`src/rtl/lighthouse_emitter.sv`:
```
// Lighthouse-style photodiode envelope generator: sync pulse whose width encodes {data,rotor}, then a sweep hit.
// Optional OOTX payload shifter is compiled in with `define LH_OOTX_EN.
module lighthouse_emitter #(
  parameter int unsigned TICKS_PER_US = 50,
  parameter int unsigned FRAME_US     = 8333,
  parameter int unsigned SYNC_BASE_US = 63,
  parameter int unsigned SYNC_STEP_US = 10,
  parameter int unsigned SWEEP_W_US   = 10,
  parameter int unsigned GAP_MIN_US   = 20
) (
  input  logic        clk,
  input  logic        reset_n,
  input  logic        enable,
  input  logic [13:0] sweep_offset_0,
  input  logic [13:0] sweep_offset_1,
  input  logic [31:0] ootx_word,
  input  logic        ootx_valid,
  output logic        ootx_ready,
  output logic        sensor_signal,
  output logic        frame_start,
  output logic        rotor,
  output logic        busy
);

  localparam int PW = (TICKS_PER_US > 1) ? $clog2(TICKS_PER_US) : 1;
  localparam logic [PW-1:0] PRESC_MAX  = PW'(TICKS_PER_US - 1);
  localparam logic [13:0]   FRAME_LAST = 14'(FRAME_US - 1);
  localparam logic [14:0]   FRAME_15   = 15'(FRAME_US);
  localparam logic [14:0]   BASE_15    = 15'(SYNC_BASE_US);
  localparam logic [14:0]   STEP_15    = 15'(SYNC_STEP_US);
  localparam logic [14:0]   SWEEP_15   = 15'(SWEEP_W_US);
  localparam logic [14:0]   GAP_15     = 15'(GAP_MIN_US);

  typedef enum logic [2:0] {
    S_IDLE,
    S_SYNC,
    S_WAIT_HIT,
    S_HIT,
    S_WAIT_END
  } state_t;

  state_t        state_q, state_d;
  logic [PW-1:0] presc_q;
  logic [13:0]   us_cnt_q;
  logic [13:0]   off_q;
  logic          rotor_q;
  logic          data_q;
  logic          sensor_q, sensor_d;
  logic          fs_q;

  logic          us_tick;
  logic [14:0]   us_next;
  logic [14:0]   sync_w;
  logic [14:0]   hit_end;
  logic          suppress;
  logic          frame_end;
  logic          start_frame;
  logic          toggle_rotor;
  logic          rotor_next;
  logic          data_bit;

  assign us_tick   = (state_q != S_IDLE) && (presc_q == PRESC_MAX);
  assign us_next   = {1'b0, us_cnt_q} + 15'd1;
  assign sync_w    = BASE_15 + STEP_15 * 15'({data_q, rotor_q});
  assign hit_end   = {1'b0, off_q} + SWEEP_15;
  assign suppress  = ({1'b0, off_q} < (sync_w + GAP_15)) || (hit_end >= FRAME_15);
  assign frame_end = us_tick && (us_cnt_q == FRAME_LAST);

  // Edges are scheduled on the tick where us_cnt becomes the target, so pulse timing is exact in us.
  always_comb begin
    state_d      = state_q;
    sensor_d     = sensor_q;
    start_frame  = 1'b0;
    toggle_rotor = 1'b0;
    case (state_q)
      S_IDLE: begin
        if (enable) begin
          state_d     = S_SYNC;
          sensor_d    = 1'b1;
          start_frame = 1'b1;
        end
      end
      S_SYNC: begin
        if (us_tick && (us_next == sync_w)) begin
          sensor_d = 1'b0;
          state_d  = suppress ? S_WAIT_END : S_WAIT_HIT;
        end
      end
      S_WAIT_HIT: begin
        if (us_tick && (us_next == {1'b0, off_q})) begin
          sensor_d = 1'b1;
          state_d  = S_HIT;
        end
      end
      S_HIT: begin
        if (us_tick && (us_next == hit_end)) begin
          sensor_d = 1'b0;
          state_d  = S_WAIT_END;
        end
      end
      S_WAIT_END: begin
        if (frame_end) begin
          toggle_rotor = 1'b1;
          if (enable) begin
            state_d     = S_SYNC;
            sensor_d    = 1'b1;
            start_frame = 1'b1;
          end else begin
            state_d = S_IDLE;
          end
        end
      end
      default: begin
        state_d  = S_IDLE;
        sensor_d = 1'b0;
      end
    endcase
  end

  assign rotor_next = toggle_rotor ? ~rotor_q : rotor_q;

  always_ff @(posedge clk or negedge reset_n) begin
    if (!reset_n) begin
      state_q  <= S_IDLE;
      presc_q  <= '0;
      us_cnt_q <= '0;
      off_q    <= '0;
      rotor_q  <= 1'b0;
      data_q   <= 1'b0;
      sensor_q <= 1'b0;
      fs_q     <= 1'b0;
    end else begin
      state_q  <= state_d;
      sensor_q <= sensor_d;
      fs_q     <= start_frame;
      rotor_q  <= rotor_next;
      if (start_frame || (state_d == S_IDLE) || (presc_q == PRESC_MAX)) begin
        presc_q <= '0;
      end else begin
        presc_q <= presc_q + 1'b1;
      end
      if (start_frame || (state_d == S_IDLE)) begin
        us_cnt_q <= '0;
      end else if (us_tick) begin
        us_cnt_q <= us_next[13:0];
      end
      // Offsets and the data bit are frozen for the whole frame.
      if (start_frame) begin
        off_q  <= rotor_next ? sweep_offset_1 : sweep_offset_0;
        data_q <= data_bit;
      end
    end
  end

`ifdef LH_OOTX_EN
  // ootx_word transfers on any cycle where ootx_valid && ootx_ready are both high at the rising clk edge;
  // ootx_ready is high exactly while the shifter is empty and does not depend on ootx_valid.
  logic [31:0] shreg_q;
  logic [5:0]  bits_q;

  assign ootx_ready = (bits_q == 6'd0);
  assign data_bit   = (bits_q != 6'd0) ? shreg_q[31] : 1'b0;

  always_ff @(posedge clk or negedge reset_n) begin
    if (!reset_n) begin
      shreg_q <= '0;
      bits_q  <= '0;
    end else if (ootx_valid && ootx_ready) begin
      shreg_q <= ootx_word;
      bits_q  <= 6'd32;
    end else if (start_frame && (bits_q != 6'd0)) begin
      shreg_q <= {shreg_q[30:0], 1'b0};
      bits_q  <= bits_q - 6'd1;
    end
  end
`else
  logic unused_ootx;
  assign unused_ootx = ^{ootx_word, ootx_valid};
  assign ootx_ready  = 1'b0;
  assign data_bit    = 1'b0;
`endif

  assign sensor_signal = sensor_q;
  assign frame_start   = fs_q;
  assign rotor         = rotor_q;
  assign busy          = (state_q != S_IDLE);

endmodule

```
`config.mk`:
```
export PLATFORM = sky130hd
export DESIGN_NAME = lighthouse_emitter
export DESIGN_NICKNAME = d
export VERILOG_FILES = /design/src/rtl/lighthouse_emitter.sv
export SDC_FILE = /design/constraint.sdc
export NUM_CORES = 1
export LEC_CHECK = 0
export CAP_MARGIN = 20
export CORE_MARGIN = 2
export CORE_UTILIZATION = 48
export DETAILED_ROUTE_END_ITERATION = 7
export GPL_TIMING_DRIVEN = 0
export PLACE_DENSITY = 0.79
export SLEW_MARGIN = 20
export SYNTH_ARGS = -nofsm -noshare
export SYNTH_HDL_FRONTEND = slang
export SYNTH_SLANG_ARGS = --single-unit
```
`constraint.sdc`:
```
create_clock -name clk -period 2.6 [get_ports clk]
set_clock_uncertainty 0.1 [all_clocks]
set_input_delay 0.52 -clock clk [delete_from_list [all_inputs] [get_ports clk]]
set_output_delay 0.52 -clock clk [all_outputs]
set_load 0.02 [all_outputs]
```
==> summary.txt <==
Layout
  • Final Instance Count excl. Fillers: roughly 580
  • Multi-input gate area: 2470 µm²
  • Fill count: around 540
  • Post-Route Utilization: between 60% and 70%
  • Layout Nets: ~550
  • Storage cell area: between 1000 and 1500 µm²
  • Layout cells sized above 1: between 20% and 30%
  • Diode count: 0
  • Syn-to-layout area delta: 29.57%

Timing
  • Worst-margin pin slew: 0.5678 ns
  • RSZ-0062 raised after global routing: true
  • Tmin final: around 2.8 ns
  • Fin. Hold Viols: 0
  • Final Worst Setup Slack: -0.2483 ns
  • Final setup fails: 4
  • Final slew viol count: 0
  • Final period util: 109.6%
  • Worst slew margin: 61.80%
  • Max Fclk: 351.1 MHz

Synth
  • Async SR Flop Fraction: between 90% and 100%
  • Distinct cell type count after synthesis: 67
  • Sequential share of the synthesized area: approximately 29%
  • Syn Area/Cell: between 8 and 9 µm²
  • Post-synth EDFFs: 0
  • Ys flop type: dfrtp_1
  • Cell Area, Synth: 3457 µm²
  • Mapped Nets: 492
  • Mapped Cells: 418
  • Yosys warning count: 0
  • Flops & latches, synth: 40

Pwr
  • Switch Pwr: roughly 0.25 mW
  • Clock power share: between 40% and 50%
  • Total power: between 1 and 1.5 mW
  • Leakage: approximately 1.9 nW
  • P_int: approximately 0.95 mW
  • Comb power frac: 5.9%
  • Sw frac: about a fifth
  • Pwr dens: 269.2 nW/µm²
  • VDD IR max: 0.2060 mV
  • Register share of total power: 51.5%

Detailed routing
  • Drt first pass iters: 5
  • DRT iter0 DRCs: roughly 300
  • ANT nets after route: 0
  • Via count: approximately 3.3k
  • DRC: 0
  • Avg Vias per Cell: about 5.7
  • Avg WL per Cell: about 16 µm
  • Detailed Route WL: approximately 9.3 mm

Floorplan
  • Core footprint: between 6000 and 7000 µm²
  • Starting Density: about half
  • Die Wd: 88.87 µm
  • Die Height: around 90 µm
  • Die area: 7897 µm²
  • # rows: 30
  • IO Pins: 69

Clocking
  • Num CTS Buffers: 5
  • Cts-stage hold buffer count: 0
  • # clock sinks: 40
  • CTS Root Cell: clkbuf_8
  • Clock H-tree levels: 2
  • CTS tree: yes
  • Clock transition at path regs: about 0.08 ns
  • Worst-Skew Late Latency: approximately 0.30 ns
  • Maximum clock path buffer count: 2

Placed design
  • IO Port Bufs: 34
  • HPWL Detailed: approximately 6.7 mm
  • Placed insts: around 550
  • Placer Congestion: roughly 0.9
  • Post-place setup slack: -0.4831 ns

Global routing
  • Vias in the first global route: 3013
  • Initial antenna violation count: 0
  • Total Routing Usage GR: between 20% and 30%
  • Global-route wire length before repair: about 14 mm
  • GR Overflow Total: 0
  • Largest net degree at the start of global routing: 22

Min path
  • HP Class: input pin to asynchronous set/reset pin

Setup path
  • Kind of critical path: flip-flop to flip-flop
  • CP Capture Type: flip-flop
  • Startpoint types: flip-flop
  • Data arrival, critical path: 2.97 ns
  • Crit Path Max Fanout: 4
  • Critical Path RT: 2.73 ns

Status
  • Outcome: finished with violations
  • Failing checks: negative setup slack

Run
  • Max-Cap Viols: 0
## sequential cells by signal, summed over array words and instances (netlist names)
| register | count |
|---|---|
| presc_q | 6 |
| state_q | 3 |
| us_cnt_q | 14 |
| frame_start | 1 |
| sensor_signal | 1 |
| off_q | 14 |
| rotor | 1 |
## per-layer routing
metal,vias to the layer above,global-route usage [%],routed length [µm]
met5,-,0,0
met4,0,5.510,108
met3,12,3.825,604
met2,124,37.52,4533
met1,1579,33.86,4095
li1,1582,-,-
## cells by family after synthesis
kind of cell,Yosys count,share of synthesized area [%]
multiplexers,18,5.248
adder cells (fa/ha/maj),10,3.619
AO/OA/AOI/OAI,70,12.78
other,1,0.1085
AND/OR/NAND/NOR,174,27.22
flip-flops,40,28.95
buffers and inverters,43,5.718
XOR/XNOR,62,16.36
## Yosys cell counts, types with 5 or more instances
library cell  instances  area share [%]
buf_2                 9             1.3
a21oi_1              12             1.7
o21ai_0              21             3.0
dfrtp_1              40              29
xnor2_1              42              11
nor4_1                7             1.3
clkbuf_1             13             1.4
mux2i_1              17             4.9
nor2_1               42             4.6
nand2_1              47             5.1
or3_1                 7             1.3
inv_1                13             1.4
nand4_1               7             1.3
nand3_1              15             2.2
xor2_1               17             4.3
a21o_1                5             1.1
o211ai_1              5             1.1
nor3_1               14             2.0
ha_1                 10             3.6
## worst paths after layout
path	slack, ns	depth (start not counted)	to	startpoint
hold / removal	0.09	1	us_cnt_q[13]	reset_n
max in group asynchronous	1.82	2	us_cnt_q[0]	reset_n
hold reg to reg	0.40	1	presc_q[0]	presc_q[0]
setup reg to reg	-0.25	12	state_q[2]	us_cnt_q[0]
min in group clk	0.40	1	presc_q[0]	presc_q[0]
setup / recovery	-0.25	12	state_q[2]	us_cnt_q[0]
## power groups by stage
stage	sequential (mW)	combinational, mW	clock (mW)
after floorplan	0.634	0.00903	0
after global placement	0.634	0.0665	0
after global routing	0.621	0.0779	0.548
after CTS	0.621	0.0726	0.522
after detailed placement	0.634	0.0726	0
final	0.621	0.0710	0.513
## repair_timing
| item | in CTS | in global routing |
|---|---|---|
| endpoints found under the setup margin | 14 | 27 |
| pin swaps | 8 | 18 |
| buffers inserted | 13 | 11 |
| endpoints found under the hold margin | 0 | 0 |
| resized for setup | 12 | 46 |
## stage by stage
step | TNS, ns | hold WS [ns] | instance area, µm²
3_3_place_gp | -6.256 | 0.3799 | 3943
6_report | -0.8087 | 0.09298 | 4479
2_1_floorplan | -0.01811 | 0.1244 | 3482
4_1_cts | -0.7739 | 0.1022 | 4222
5_1_grt | -1.178 | 0.1307 | 4479
3_5_place_dp | -2.778 | 0.3922 | 3965
## critical path, stage by stage, from the launching register on
cell	delay (ns)
dfrtp_2	0.40
ha_4	0.20
nand2_8	0.07
buf_6	0.13
or4_4	0.52
xor2_2	0.21
xnor2_1	0.22
nand3_1	0.20
buf_4	0.19
nor4_4	0.20
buf_4	0.17
a21oi_2	0.03
o21ai_1	0.14
## layout make-up
type | count | share of cell area [%]
Buffer | 24 | 3.436
Clock buffer | 5 | 1.536
Clock inverter | 3 | 0.9497
Inverter | 13 | 1.089
Multi-Input combinational cell | 335 | 55.14
Sequential cell | 40 | 22.60
Tap cell | 96 | 2.682
Timing Repair Buffer | 59 | 12.57
## cell usage in the layout (no fill, tap or decap), types with 7 or more instances in the layout
| cell | instances |
|---|---|
| nand2_1 | 47 |
| nor2_1 | 41 |
| xnor2_1 | 37 |
| clkdlybuf4s50_1 | 33 |
| dfrtp_1 | 31 |
| buf_4 | 26 |
| o21ai_0 | 20 |
| mux2i_1 | 17 |
| xor2_1 | 16 |
| nand3_1 | 15 |
| nor3_1 | 13 |
| inv_1 | 12 |
| a21oi_1 | 11 |
| dfrtp_2 | 9 |
| nand4_1 | 7 |
| ha_1 | 7 |
Power figures use the tool's default switching activity.
==> RTL change, RTL diff (same settings) <==
One comparison of `us_cnt_q` changes from == to >=.
--- a/src/rtl/lighthouse_emitter.sv
+++ b/src/rtl/lighthouse_emitter.sv
@@ -64,7 +64,7 @@
   assign sync_w    = BASE_15 + STEP_15 * 15'({data_q, rotor_q});
   assign hit_end   = {1'b0, off_q} + SWEEP_15;
   assign suppress  = ({1'b0, off_q} < (sync_w + GAP_15)) || (hit_end >= FRAME_15);
-  assign frame_end = us_tick && (us_cnt_q == FRAME_LAST);
+  assign frame_end = us_tick && (us_cnt_q >= FRAME_LAST);
 
   // Edges are scheduled on the tick where us_cnt becomes the target, so pulse timing is exact in us.
   always_comb begin
Function: no difference found for any inputs over 10 cycles, from zero or initial values and one cycle with reset_n low; that may be too few to reach the edited logic, so the function may still have changed.
==> RTL change against the original RTL <==
  * The run still ends with setup timing left
  * Total power decreased by 0.22%
  * Hold slack lost 0.057 ns
  * Routed wire length down 7.3%
  * Non-clock buffer count fell by 8
  * Fmax grew 7.3%
  * Final area is 3.9% lower
  * Setup slack improved by 0.19 ns
  * Synthesized area down 2.0%
  * Clock power barely moved
  * Sequential cell count unchanged
  * Critical path type unchanged
  * Largest cell class unchanged
==> RTL change: results (changes against the original RTL) <==
[outcome]
status = complete, but fails checks
violations = setup timing

[final_layout]
num_antenna_cells = 0  ; unchanged
layout.nets = 519  ; -6.0%
finalNonFillerCells = 542  ; -5.7%
reg_top3 = off_q (14), us_cnt_q (14), presc_q (6)
nFillCells = 562  ; +4.5%
layout-drive-gt1-share = 0.204  ; -0.0131

[synthesis]
avgSynthCellArea_sq_um = 8.60  ; +4.0%
yosysWarnings = 0  ; unchanged
synthTopCellsByCount = nand2_1, dfrtp_1, xnor2_1
synthArstFlopShare = 1.00  ; unchanged
synthTopCellsByArea = dfrtp_1, xnor2_1, xor2_1
synth_cell_types = 57  ; -15%
yosysSeqAreaShare = 0.295  ; +0.00577
synthesis.nets = 468  ; -4.9%

[placement]
dp_hpwl_mm = 6.19  ; -7.8%
gp_congestion = 0.928  ; +2.1%
dpl-instance-area_sq_um = 3870  ; -2.3%
io_buffers = 34  ; unchanged
dp.cells = 525  ; -4.4%

[setup_path]
slowest_delay_ns = 0.58  ; +0.06 ns
critical_path.max_fanout = 6  ; +2
crit_path_top_delay_cell = or4_4
cp.arrival_ns = 2.79  ; -0.18 ns

[timing]
relSlewSlack = 0.633  ; +0.0147
setup_violations = 2  ; -2
worst_slack_ns = -0.0557  ; +0.193 ns
final.setup.tns_ns = -0.103  ; +0.706 ns

[clocking]
h-tree-depth = 2  ; unchanged
root_buffer = clkbuf_8
clock_path_buffers = 2  ; unchanged
cts_buffers = 5  ; unchanged
clock_latency_ns = 0.30  ; about the same
clkTransAtPathRegs_ns = 0.08  ; about the same

[power]
peakVddDrop_uv = 177  ; -14%
leakage_nw = 1.89  ; -1.0%

[routing]
detail_route.first_pass.iterations = 6  ; +1
dr_total_vias = 3086  ; -6.4%
wl_mm = 8.66  ; -7.3%
drt_iter0_markers = 289  ; -1.7%

[global_routing]
grt_use_total = 0.230  ; -0.00613
antenna_found_initial = 0  ; unchanged
grt_max_degree = 25  ; +14%
grt_pass1_wl_mm = 13.8  ; -4.0%
grt_pass1_vias = 2950  ; -2.1%

[worst_hold_path]
hold_class = in -> async

==> RTL change: path summary, 6_finish.rpt <==
kind,from,to,slack (ns),depth (start not counted)
max in group asynchronous,reset_n,off_q[1]$_DFFE_PN0P_,1.88,2
min in group clk,presc_q[0]$_DFF_PN0_,presc_q[0]$_DFF_PN0_,0.43,1
worst max register to register,us_cnt_q[0]$_DFFE_PN0P_,sensor_signal$_DFFE_PN0P_,-0.06,9
worst min register to register,presc_q[0]$_DFF_PN0_,presc_q[0]$_DFF_PN0_,0.43,1
worst max-delay path,us_cnt_q[0]$_DFFE_PN0P_,sensor_signal$_DFFE_PN0P_,-0.06,9
worst min-delay path,reset_n,presc_q[5]$_DFF_PN0_,0.04,1
==> RTL change: metal layers <==
layer	part of all wire	wire (um)	global-route usage	vias to the layer above
li1	-	-	-	1455
met1	0.41	3540	0.285	1482
met2	0.51	4430	0.412	125
met3	0.050	434	0.0254	24
met4	0.029	253	0.0882	0
met5	0	0	0	-
==> RTL change: what timing repair did <==
item / CTS / global route
setup buffers: 8 / 2
pin swaps: 3 / 6
resized for setup: 26 / 33
endpoints found under the setup margin: 29 / 31
==> RTL change: kinds of logic (layout without fill, tap and decap cells) <==
kind of cell | Yosys count | after routing | synth area share
AND/OR/NAND/NOR | 157 | 157 | 0.250
XOR/XNOR | 64 | 64 | 0.184
AO/OA/AOI/OAI | 59 | 59 | 0.109
buffers and inverters | 45 | 97 | 0.0701
flip-flops | 40 | 40 | 0.295
multiplexers | 18 | 18 | 0.0539
adder cells (fa/ha/maj) | 10 | 10 | 0.0369
other | 1 | 1 | 0.00111
==> RTL change: cell type report <==
type / instances / share of cell area
clock inverters: 2 / 0.00814
flip-flops and latches: 40 / 0.233
plain buffers: 30 / 0.0477
inverters: 14 / 0.0122
multi-input cells: 309 / 0.551
clock buffers: 6 / 0.0169
repair buffers: 45 / 0.103
well taps: 96 / 0.0279
==> RTL change: stage by stage <==
stage / setup WS (ns) / util
after floorplan: 0.0275 / -
after global placement: -0.386 / 0.564
after detailed placement: -0.455 / 0.567
after CTS: 0.00331 / 0.609
after global routing: -0.152 / 0.630
final: -0.0557 / 0.630
==> RTL change: worst max-delay path, delay by kind of cell (launching register included) <==
| family | cells | cell delay (ns) |
|---|---|---|
| buffers and inverters | 2 | 0.30 |
| and+or+nand+nor | 4 | 1.24 |
| DFF | 1 | 0.43 |
| AOI/OAI and AO/OA | 3 | 0.51 |
==> RTL change: power breakdown <==
group / switching (mW) / internal (mW) / total [mW]
sequential: 0 / 0.621 / 0.621
clock: 0.226 / 0.285 / 0.511
combinational: 0.0231 / 0.0479 / 0.0709
